### src/rtl/ibex_multdiv_iter_if.sv
// Request/response bundle between the execute stage and ibex_multdiv_iter.
// The unit takes the slave side; the execute-stage requester is the master.
interface ibex_multdiv_iter_if;
  logic        en_i;
  logic [1:0]  operator_i;
  logic [1:0]  signed_mode_i;
  logic [31:0] op_a_i;
  logic [31:0] op_b_i;
  logic [31:0] result_o;
  logic        valid_o;

  modport master (
    output en_i, operator_i, signed_mode_i, op_a_i, op_b_i,
    input  result_o, valid_o
  );

  modport slave (
    input  en_i, operator_i, signed_mode_i, op_a_i, op_b_i,
    output result_o, valid_o
  );
endinterface

### src/rtl/ibex_multdiv_iter.sv
// Iterative RV32M mul/div unit borrowing the ALU adder; fixed 36-cycle latency.
// Optional IBEX_MULTDIV_DIV0_FAST_EN: divide-by-zero completes in one cycle.
module ibex_multdiv_iter (
  input  logic               clk_i,
  input  logic               rst_ni,
  ibex_multdiv_iter_if.slave md,
  input  logic [33:0]        alu_adder_ext_i,
  output logic [32:0]        alu_operand_a_o,
  output logic [32:0]        alu_operand_b_o,
  output logic               multdiv_en_o
);

  typedef enum logic [2:0] {
    IDLE,
    ABS_A,
    ABS_B,
    COMP,
    CHANGE_SIGN,
    FINISH
  } state_e;

  localparam logic [1:0] OP_REM = 2'd3;

  state_e      state_q, state_d;
  logic [1:0]  op_q, op_d;
  logic [31:0] a_q, a_d;
  logic [31:0] b_q, b_d;
  logic [31:0] acc_q, acc_d;
  logic [31:0] lo_q, lo_d;
  logic [31:0] res_q, res_d;
  logic [4:0]  cnt_q, cnt_d;
  logic        sa_q, sa_d;
  logic        sb_q, sb_d;
  logic        neg_q, neg_d;
  logic        div0_q, div0_d;
  logic        valid_q, valid_d;

  logic [32:0] opa, opb;
  logic [31:0] rem_sh;
  logic [31:0] addend;
  logic [31:0] sgn_src;
  logic [31:0] ext_res;
  logic [32:0] sum33;
  logic        keep;
  logic        unused_ext0;

  assign ext_res     = alu_adder_ext_i[32:1];
  assign sum33       = alu_adder_ext_i[33:1];
  assign unused_ext0 = alu_adder_ext_i[0];

  assign rem_sh  = {acc_q[30:0], lo_q[31]};
  assign addend  = b_q[0] ? a_q : 32'd0;
  assign sgn_src = (op_q == OP_REM) ? acc_q : lo_q;
  // Shifted-out remainder bit means the true value already exceeds the divisor.
  assign keep    = alu_adder_ext_i[33] | acc_q[31];

  always_comb begin
    opa = '0;
    opb = '0;
    case (state_q)
      ABS_A: begin
        if (sa_q && !div0_q) begin
          opa = {32'd0, 1'b1};
          opb = {~a_q, 1'b1};
        end
      end
      ABS_B: begin
        if (sb_q) begin
          opa = {32'd0, 1'b1};
          opb = {~b_q, 1'b1};
        end
      end
      COMP: begin
        if (op_q[1]) begin
          opa = {rem_sh, 1'b1};
          opb = {~b_q, 1'b1};
        end else begin
          opa = {acc_q, 1'b0};
          opb = {addend, 1'b0};
        end
      end
      CHANGE_SIGN: begin
        if (neg_q && !div0_q) begin
          opa = {32'd0, 1'b1};
          opb = {~sgn_src, 1'b1};
        end
      end
      default: ;
    endcase
  end

  always_comb begin
    state_d = state_q;
    op_d    = op_q;
    a_d     = a_q;
    b_d     = b_q;
    acc_d   = acc_q;
    lo_d    = lo_q;
    res_d   = res_q;
    cnt_d   = cnt_q;
    sa_d    = sa_q;
    sb_d    = sb_q;
    neg_d   = neg_q;
    div0_d  = div0_q;
    valid_d = 1'b0;

    case (state_q)
      IDLE: begin
        if (md.en_i) begin
          op_d    = md.operator_i;
          a_d     = md.op_a_i;
          b_d     = md.op_b_i;
          acc_d   = '0;
          lo_d    = '0;
          cnt_d   = 5'd31;
          sa_d    = md.signed_mode_i[0] & md.op_a_i[31];
          sb_d    = md.signed_mode_i[1] & md.op_b_i[31];
          neg_d   = (md.operator_i == OP_REM) ? sa_d : (sa_d ^ sb_d);
          div0_d  = md.operator_i[1] & (md.op_b_i == '0);
          state_d = ABS_A;
`ifdef IBEX_MULTDIV_DIV0_FAST_EN
          if (div0_d) begin
            state_d = FINISH;
            valid_d = 1'b1;
            res_d   = (md.operator_i == OP_REM) ? md.op_a_i : 32'hFFFF_FFFF;
          end
`endif
        end
      end
      ABS_A: begin
        // Divide by zero keeps the raw dividend so the remainder equals op_a.
        if (sa_q && !div0_q) begin
          a_d = ext_res;
        end
        if (op_q[1]) begin
          lo_d = a_d;
        end
        state_d = ABS_B;
      end
      ABS_B: begin
        if (sb_q) begin
          b_d = ext_res;
        end
        state_d = COMP;
      end
      COMP: begin
        if (op_q[1]) begin
          acc_d = keep ? ext_res : rem_sh;
          lo_d  = {lo_q[30:0], keep};
        end else begin
          acc_d = sum33[32:1];
          lo_d  = {sum33[0], lo_q[31:1]};
          b_d   = {1'b0, b_q[31:1]};
        end
        cnt_d = cnt_q - 5'd1;
        if (cnt_q == 5'd0) begin
          state_d = CHANGE_SIGN;
        end
      end
      CHANGE_SIGN: begin
        if (neg_q && !div0_q) begin
          if (op_q == OP_REM) begin
            acc_d = ext_res;
          end else begin
            lo_d = ext_res;
          end
          if (!op_q[1]) begin
            acc_d = ~acc_q + {31'd0, (lo_q == '0)};
          end
        end
        res_d   = op_q[0] ? acc_d : lo_d;
        valid_d = 1'b1;
        state_d = FINISH;
      end
      FINISH: begin
        state_d = IDLE;
      end
      default: begin
        state_d = IDLE;
      end
    endcase

    if (state_q != IDLE && !md.en_i) begin
      state_d = IDLE;
      valid_d = 1'b0;
      res_d   = res_q;
    end
  end

  always_ff @(posedge clk_i) begin
    if (!rst_ni) begin
      state_q <= IDLE;
      op_q    <= '0;
      a_q     <= '0;
      b_q     <= '0;
      acc_q   <= '0;
      lo_q    <= '0;
      res_q   <= '0;
      cnt_q   <= '0;
      sa_q    <= 1'b0;
      sb_q    <= 1'b0;
      neg_q   <= 1'b0;
      div0_q  <= 1'b0;
      valid_q <= 1'b0;
    end else begin
      state_q <= state_d;
      op_q    <= op_d;
      a_q     <= a_d;
      b_q     <= b_d;
      acc_q   <= acc_d;
      lo_q    <= lo_d;
      res_q   <= res_d;
      cnt_q   <= cnt_d;
      sa_q    <= sa_d;
      sb_q    <= sb_d;
      neg_q   <= neg_d;
      div0_q  <= div0_d;
      valid_q <= valid_d;
    end
  end

  assign alu_operand_a_o = opa;
  assign alu_operand_b_o = opb;
  assign multdiv_en_o    = (state_q == ABS_A) || (state_q == ABS_B) ||
                           (state_q == COMP)  || (state_q == CHANGE_SIGN);
  assign md.result_o     = res_q;
  assign md.valid_o      = valid_q;

endmodule

### src/flat_wrapper.sv
// flat-port wrapper written by rule: the top's interface ports become plain ports
module ibex_multdiv_iter_flat 
  (clk_i, rst_ni, alu_adder_ext_i, alu_operand_a_o, alu_operand_b_o, multdiv_en_o, md_en_i, md_operator_i, md_signed_mode_i, md_op_a_i, md_op_b_i, md_result_o, md_valid_o);
  ibex_multdiv_iter_if md_i ();
  input  logic clk_i;
  input  logic rst_ni;
  input  logic [33:0] alu_adder_ext_i;
  output logic [32:0] alu_operand_a_o;
  output logic [32:0] alu_operand_b_o;
  output logic multdiv_en_o;
  input wire logic [$bits(md_i.en_i)-1:0] md_en_i;
  input wire logic [$bits(md_i.operator_i)-1:0] md_operator_i;
  input wire logic [$bits(md_i.signed_mode_i)-1:0] md_signed_mode_i;
  input wire logic [$bits(md_i.op_a_i)-1:0] md_op_a_i;
  input wire logic [$bits(md_i.op_b_i)-1:0] md_op_b_i;
  output wire logic [$bits(md_i.result_o)-1:0] md_result_o;
  output wire logic [$bits(md_i.valid_o)-1:0] md_valid_o;
  assign md_i.en_i = md_en_i;
  assign md_i.operator_i = md_operator_i;
  assign md_i.signed_mode_i = md_signed_mode_i;
  assign md_i.op_a_i = md_op_a_i;
  assign md_i.op_b_i = md_op_b_i;
  assign md_result_o = md_i.result_o;
  assign md_valid_o = md_i.valid_o;
  ibex_multdiv_iter u_core (.clk_i(clk_i), .rst_ni(rst_ni), .md(md_i), .alu_adder_ext_i(alu_adder_ext_i), .alu_operand_a_o(alu_operand_a_o), .alu_operand_b_o(alu_operand_b_o), .multdiv_en_o(multdiv_en_o));
endmodule
### config.mk
export PLATFORM = sky130hd
export DESIGN_NAME = ibex_multdiv_iter_flat
export DESIGN_NICKNAME = d
export VERILOG_FILES = /design/src/rtl/ibex_multdiv_iter_if.sv /design/src/rtl/ibex_multdiv_iter.sv /design/src/flat_wrapper.sv
export SDC_FILE = /design/constraint.sdc
export NUM_CORES = 1
export LEC_CHECK = 0
export CAP_MARGIN = 10
export CORE_AREA = 5 5 180 182
export DETAILED_ROUTE_END_ITERATION = 10
export DIE_AREA = 0 0 185 187
export PLACE_DENSITY_LB_ADDON = 0.15
export SYNTH_ARGS = -nofsm -noshare
export SYNTH_HDL_FRONTEND = slang
export SYNTH_SLANG_ARGS = --single-unit
### constraint.sdc
create_clock -name clk_i -period 3.2 [get_ports clk_i]
set_input_delay 0.32 -clock clk_i [delete_from_list [all_inputs] [get_ports clk_i]]
set_output_delay 0.32 -clock clk_i [all_outputs]
set_load 0.1 [all_outputs]
==> results of run 1 <==
-- power by group --
group,internal [uW],switching (uW)
clock,1010,1030
sequential,2270,121
combinational,738,1270
total,4010,2420
-- kinds of logic after synthesis --
kind of cell	after synthesis
AOI/OAI and AO/OA	661
xor gates and xnor gates	3
adders and majority gates	4
buffers and inverters	239
DFF	175
muxes	128
and+or+nand+nor	773
-- layout make-up --
class	count	area, um2	area share
clock buffers	18	429.2	0.02426
clock inverters	14	110.1	0.006225
inverters	22	85.08	0.004810
multi-input cells	1569	9424	0.5328
flip-flops and latches	175	3510	0.1984
well taps	396	495.5	0.02801
repair buffers	325	3633	0.2054
-- critical path, cell delays in order (launching register included) --
cell	delay, ns
sky130_fd_sc_hd__dfxtp_1	0.33
sky130_fd_sc_hd__nor4_4	0.30
sky130_fd_sc_hd__buf_4	0.15
sky130_fd_sc_hd__nand4_1	0.20
sky130_fd_sc_hd__nor2_2	0.24
sky130_fd_sc_hd__ha_2	0.24
sky130_fd_sc_hd__ha_4	0.15
sky130_fd_sc_hd__nor3b_2	0.15
sky130_fd_sc_hd__buf_4	0.18
sky130_fd_sc_hd__nand3_2	0.09
sky130_fd_sc_hd__or4_4	0.54
sky130_fd_sc_hd__a211o_1	0.30
sky130_fd_sc_hd__and3_1	0.16
-- registers in the layout (all words and copies together) (netlist names) --
name and cells:
u_core.a_q 32, u_core.acc_q 32, u_core.b_q 32, u_core.cnt_q 5
u_core.div0_q 1, u_core.lo_q 32, u_core.md.result_o 32, u_core.md.valid_o 1
u_core.neg_q 1, u_core.op_q 2, u_core.sa_q 1, u_core.sb_q 1
u_core.state_q 3
-- cells in the final DEF (no fill, tap or decap), drive strengths merged, types with 6 or more instances in the layout --
master and instances:
a211o 9, a211oi 43, a21oi 184, a22oi 7, a311oi 24, a31o 8
a31oi 25, and2 11, and3 40, buf 192, clkbuf 18, clkdlybuf4s50 133
clkinv 6, dfxtp 175, inv 26, mux2i 127, nand2 283, nand2b 10
nand3 74, nand4 14, nor2 220, nor3 15, nor3b 6, nor4 34
nor4b 6, nor4bb 6, o211ai 47, o21a 7, o21ai 151, o221ai 48
o22ai 41, o311a 6, o31ai 18, or2 9, or3 11, or4 14
-- synth_stat cells, types with 5 or more instances --
cell / instances
sky130_fd_sc_hd__or3_1: 10
sky130_fd_sc_hd__buf_2: 5
sky130_fd_sc_hd__a31o_2: 7
sky130_fd_sc_hd__nand3_1: 74
sky130_fd_sc_hd__and2_1: 11
sky130_fd_sc_hd__a22o_1: 5
sky130_fd_sc_hd__buf_1: 16
sky130_fd_sc_hd__a311o_1: 5
sky130_fd_sc_hd__a311oi_1: 24
sky130_fd_sc_hd__o21ai_0: 151
sky130_fd_sc_hd__o21a_1: 7
sky130_fd_sc_hd__nand2_1: 283
sky130_fd_sc_hd__o22ai_1: 41
sky130_fd_sc_hd__clkbuf_1: 193
sky130_fd_sc_hd__inv_1: 22
sky130_fd_sc_hd__nor2_1: 220
sky130_fd_sc_hd__a31oi_1: 25
sky130_fd_sc_hd__o221ai_1: 48
sky130_fd_sc_hd__o311a_1: 6
sky130_fd_sc_hd__nor4b_1: 6
sky130_fd_sc_hd__a211o_1: 9
sky130_fd_sc_hd__nor4_1: 34
sky130_fd_sc_hd__mux2i_1: 127
sky130_fd_sc_hd__nor3_1: 15
sky130_fd_sc_hd__or4_1: 11
sky130_fd_sc_hd__or2_2: 9
sky130_fd_sc_hd__nor4bb_1: 6
sky130_fd_sc_hd__o31ai_1: 18
sky130_fd_sc_hd__nor2b_1: 5
sky130_fd_sc_hd__o211ai_1: 47
sky130_fd_sc_hd__a22oi_1: 7
sky130_fd_sc_hd__nor3b_1: 5
sky130_fd_sc_hd__a211oi_1: 43
sky130_fd_sc_hd__nand4_1: 14
sky130_fd_sc_hd__a21oi_1: 184
sky130_fd_sc_hd__dfxtp_1: 175
sky130_fd_sc_hd__and3_1: 40
sky130_fd_sc_hd__nand2b_1: 10
-- worst paths after layout --
path | from | endpoint | slack, ns | cells past startpoint
hold reg to reg | u_core.md.result_o[2]$_SDFFE_PN0P_ | u_core.md.result_o[2]$_SDFFE_PN0P_ | 0.46 | 2
hold / removal | u_core.md.result_o[2]$_SDFFE_PN0P_ | u_core.md.result_o[2]$_SDFFE_PN0P_ | 0.46 | 2
setup / recovery | u_core.lo_q[27]$_SDFFE_PN0P_ | u_core.md.result_o[26]$_SDFFE_PN0P_ | 0.05 | 12
setup reg to reg | u_core.lo_q[27]$_SDFFE_PN0P_ | u_core.md.result_o[26]$_SDFFE_PN0P_ | 0.05 | 12
-- through the flow --
stage | cell area (um2) | setup TNS (ns) | total power [uW]
final | 17690 | 0 | 6434
after global routing | 17690 | -0.02169 | 6630
after CTS | 17640 | -0.05384 | 6364
after detailed placement | 17070 | -1.317 | 4374
after global placement | 17070 | -1.498 | 4357
after floorplan | 13720 | -6.816 | 3589
-- metal layers --
| layer | track usage | share of wire | up-vias |
|---|---|---|---|
| met5 | 0 | 0 | - |
| met3 | 0.09082 | 0.14 | 120 |
| met1 | 0.5137 | 0.42 | 7848 |
| li1 | - | - | 7586 |
| met2 | 0.4691 | 0.41 | 1233 |
| met4 | 0.1095 | 0.033 | 0 |
-- repair_timing --
action	CTS	global route
gates cloned	0	0
setup buffers	0	2
setup endpoints to repair	32	16
pin swaps	1	5
hold buffers	0	0
gates resized for setup	6	8
==> flow_metrics.py, run 1 <==
metrics = {
    "outcome": {
        "run_status": "finished clean",
    },
    "route": {
        "detailroute.via_count": 16790,
        "drc": 0,
        "detail_route.wirelength_mm": 61.82,
        "drt-pass1-iter-count": 7,
        "wire_per_inst_um": 24.54,
        "drt.antenna.violating_nets": 0,
        "drt_first_iter_violations": 2678,
        "vias_per_cell": 6.664,
    },
    "timing": {
        "setup_skew_ns": 0.01557,
        "timing_hold_violations_final": 0,
        "fin_crit_sh": 0.9852,
        "worst_margin_slew_ns": 1.006,
        "highest_clock_frequency_the_design_can_meet_mhz": 317.2,
        "hold-worst-slack_ns": 0.4592,
        "layout_min_cycle_time_ns": 3.153,
        "postLayoutSetupSlackWorst_ns": 0.04724,
        "final_max_slew_viol_count": 0,
        "setup_violations": 0,
        "timing.slew.headroom": 0.3274,
    },
    "placed_design": {
        "dp_cells": 2485,
        "numPortBuffers": 203,
        "routabilityCongestion": 1.012,
        "hpwlAfterDp_mm": 43.97,
        "place_ws_ns": -0.2230,
    },
    "global_routing": {
        "initial_antenna_violation_count": 0,
        "grt_first_pass_wirelength_mm": 93.81,
        "grt_pass1_vias": 15100,
        "grt.total_usage": 0.3415,
        "globalRoute.totalOverflow": 0,
        "pin_count_of_the_biggest_net_entering_global_routing": 93,
    },
    "floorplanning": {
        "die_area_um2": 34600,
        "fp-row-count": 64,
        "floorplan.initialDensity": 0.4472,
        "core_um2": 30430,
        "chipWidth_um": 185,
        "ios": 205,
        "die_height_um": 187,
    },
    "cts": {
        "tritoncts_buffer_count": 17,
        "path_clk_slew_ns": 0.08,
        "clock_latency_late_sink_ns": 0.46,
        "tritoncts_num_sinks": 175,
        "clockRootBuffer": "sky130_fd_sc_hd__clkbuf_16",
        "htreeDepth": 4,
        "cts_tree": "yes",
        "max-clock-path-buffers": 2,
    },
    "yosys": {
        "syn_nets": 2092,
        "synth_compound_area_frac": 0.3118,
        "synth.ff_latch_count": 175,
        "share_of_the_synthesized_netlist_area_taken_by_xor_and_xnor_gates": 0.001931,
        "syn_inst": 1983,
        "yosys.area_share.adder": 0.003678,
        "synth.lib_cells_used.distinct": 73,
        "synth.cell_area_um2": 13610,
        "synth-simple-area-share": 0.2636,
        "synth_top_flop_cell": "sky130_fd_sc_hd__dfxtp_1",
        "syn_area_per_cell_um2": 6.862,
        "synthDominantAreaCellType": "sky130_fd_sc_hd__dfxtp_1",
        "synth_top_family_by_area": "compound AO/OA/AOI/OAI gates",
        "synth-seq-area-share": 0.2574,
        "synth_top_area_share": 0.2574,
        "synth.area.mux_share": 0.09424,
        "warnings_synthesis": 0,
        "synthTopCellsByArea": "sky130_fd_sc_hd__dfxtp_1, sky130_fd_sc_hd__mux2i_1, sky130_fd_sc_hd__nand2_1, sky130_fd_sc_hd__a21oi_1, sky130_fd_sc_hd__nor2_1",
        "synth-edff-count": 0,
        "ys_async_sr_fraction": 0,
    },
    "worst_setup_path": {
        "critPathRequiredTime_ns": 3.55,
        "worst-endpoint-arrival_ns": 3.50,
        "crit_path_max_fanout": 5,
        "crit_path_start_kind": "flop",
        "cp-end-kind": "flop",
        "criticalPathCategory": "flop to flop",
    },
    "cells_and_area": {
        "final_cells": 2519,
        "final_layout_size_suffix_gt1_frac": 0.1503,
        "antenna-diode-count": 0,
        "final.fill_count": 2901,
        "finalNetCount": 2219,
        "synthToLayoutAreaGrowth_pct": 29.97,
        "utilization_of_the_core_after_routing": 0.5813,
    },
    "power_and_ir_drop": {
        "ir_drop_uv": 285.0,
        "power-per-cell-area_nw_per_um2": 363.8,
        "total_leakage_power_uw": 0.006004,
    },
    "min_path": {
        "min-delay-path-class": "flop to flop",
    },
    "run": {
        "maxCapViolCount": 0,
    },
}
Power figures use the tool's default switching activity.
==> run 2: changes to the inputs <==
CTS_CLUSTER_DIAMETER = 30   (was default)
==> results of run 2 <==
Same layout as run 1: the final DEF is identical, and so are final timing and power.
==> RTL edit, RTL diff (config.mk and constraints of run 2) <==
Make the reset (`rst_ni`) asynchronous in one clocked block.
--- a/src/rtl/ibex_multdiv_iter.sv
+++ b/src/rtl/ibex_multdiv_iter.sv
@@ -187,7 +187,7 @@
     end
   end
 
-  always_ff @(posedge clk_i) begin
+  always_ff @(posedge clk_i or negedge rst_ni) begin
     if (!rst_ni) begin
       state_q <= IDLE;
       op_q    <= '0;
Function: differs if rst_ni is asserted again (counterexample within 4 cycles, from zero or initial values and one cycle with rst_ni low); with rst_ni held inactive, the same outputs for 4 cycles.
==> RTL edit against run 2 <==
- sequential cell count did not move
- routed wire length decreased by 13%
- fmax increased by 3.9%
- synthesized area down 0.52%
- worst setup slack better by 0.12 ns
- design area down 0.11%
- global-route usage is 4.1 points lower
- clock skew up 0.0060 ns
- die area unchanged
- critical path type unchanged
- critical endpoint is now u_core.md.result_o[31]
Power is left out: it rests on default switching activity, and per cell area and clock period it moved more than threefold.
==> RTL edit: results <==
# TYPE chip_impl_metric gauge
chip_impl_info{name="outcome",value="finished clean"} 1
chip_impl_metric{name="post_drt_via_cell_ratio",unit=""} 6.536
chip_impl_metric{name="post-dp-hpwl",unit="um"} 37940
chip_impl_metric{name="syn-instance-count",unit=""} 1675
chip_impl_metric{name="reg2reg_setup_slack",unit="ns"} 0.16
chip_impl_metric{name="globalRouteTotalUtil",unit="%"} 30.07
chip_impl_metric{name="dpl_cell_area",unit="sq um"} 16980
chip_impl_metric{name="synth.lib_cells_used.distinct",unit=""} 77
chip_impl_metric{name="route.final.wire_length",unit="um"} 53500
chip_impl_metric{name="route.detailed.wl_per_inst",unit="um"} 24.16
chip_impl_metric{name="final_net_count",unit=""} 1914
chip_impl_metric{name="cts.clk_slew.worst_paths",unit="ns"} 0.08
chip_impl_metric{name="post_route_cells_drive_above_1_share",unit="%"} 19.97
chip_impl_info{name="synth.area.top_cells",value="dfrtp_1 32%, mux2i_1 12%, o21ai_0 6.9%, nand2_1 5.9%, mux2_2 5.4%"} 1
chip_impl_metric{name="synth_fp_nets",unit=""} 1784
chip_impl_metric{name="grt_pass1_vias",unit=""} 13709
chip_impl_metric{name="clk-insertion-delay-late",unit="ns"} 0.44
chip_impl_metric{name="finalWeightedCongestion",unit=""} 0.8929
chip_impl_metric{name="async_reset_ff_share",unit="%"} 100.0
chip_impl_metric{name="grt_first_pass_wirelength",unit="um"} 82630
chip_impl_info{name="crit_start",value="u_core.lo_q[25]"} 1
chip_impl_metric{name="fin_worst_skew",unit="ns"} 0.02155
chip_impl_info{name="hold_path_startpoint",value="u_core.sb_q"} 1
chip_impl_metric{name="dr.first_iter.drc_count",unit=""} 1663
chip_impl_metric{name="placed_cells",unit=""} 2179
chip_impl_metric{name="n_fill_cell",unit=""} 2685
chip_impl_metric{name="worstPathArrival",unit="ns"} 3.34
chip_impl_metric{name="synth.yosys.seq_area_share",unit="%"} 32.35
chip_impl_metric{name="number_of_buffer_cells_added_on_primary_ports",unit=""} 203
## RTL edit: cell count changes after synthesis, sizes merged, moves of 58 or more
cell   change
dfrtp    +175
mux2      +64
nand3     -58
nand2     -70
dfxtp    -175
a21oi     -89
## RTL edit: cell families after synthesis
family	share of synthesized area, %
flip-flops	32.35
AO/OA/AOI/OAI	26.37
adder cells (fa/ha/maj)	0.3697
buffers and inverters	5.684
XOR/XNOR	0.3236
AND/OR/NAND/NOR	17.81
multiplexers	17.09
## RTL edit: final cells by class
cell class              count  share of cell area (%)
flip-flops and latches    175                   24.82
multi-input cells        1302                   49.35
inverters                  18                  0.3824
clock buffers              17                   2.408
repair buffers            291                   19.26
well taps                 396                   2.805
clock inverters            15                  0.9773
## RTL edit: metal layers
metal | up-vias | share of wire, % | GRT usage [%]
met1 | 6928 | 44 | 45.84
li1 | 6494 | - | -
met3 | 93 | 12 | 7.487
met2 | 956 | 42 | 42.31
met5 | - | 0 | 0
met4 | 0 | 2.1 | 7.820
## RTL edit: worst max-delay path: stages, from the launching register on
cell	delay [ns]
dfrtp_1	0.38
nor4_1	0.27
buf_4	0.17
nand4_1	0.16
nor2_1	0.16
ha_2	0.24
nor4b_1	0.37
nand2_1	0.10
buf_4	0.18
nor4_4	0.20
buf_4	0.18
mux2i_1	0.35
o21ai_0	0.16
## RTL edit: final timing paths
kind | endpoint | cells after the start
hold / removal | u_core.sb_q | 2
min in group asynchronous | u_core.md.result_o[28] | 2
setup / recovery | u_core.md.result_o[31] | 12
max in group asynchronous | u_core.a_q[16] | 3
hold reg to reg | u_core.sb_q | 2
setup reg to reg | u_core.md.result_o[31] | 12
## RTL edit: stage by stage
stage               util [%]  hold slack (ns)  setup slack [ns]  TNS (ns)
floorplan                  -          0.02441           -0.3722    -3.371
global placement       55.81           0.4504          -0.05000  -0.09194
detailed placement     55.81           0.4512           0.03697         0
CTS                    57.82           0.4854           0.04344         0
global route           58.06           0.5109           0.02143         0
finish                 58.06           0.4902            0.1643         0
## RTL edit: repair_timing
item                                   in CTS  in global routing
endpoints found under the hold margin      37                  0
hold buffers                                1                  0
pin swaps                                   0                  2
resized for setup                           1                 11
setup endpoints to repair                   1                 31
cloned                                      0                  0
setup buffers                               0                  2
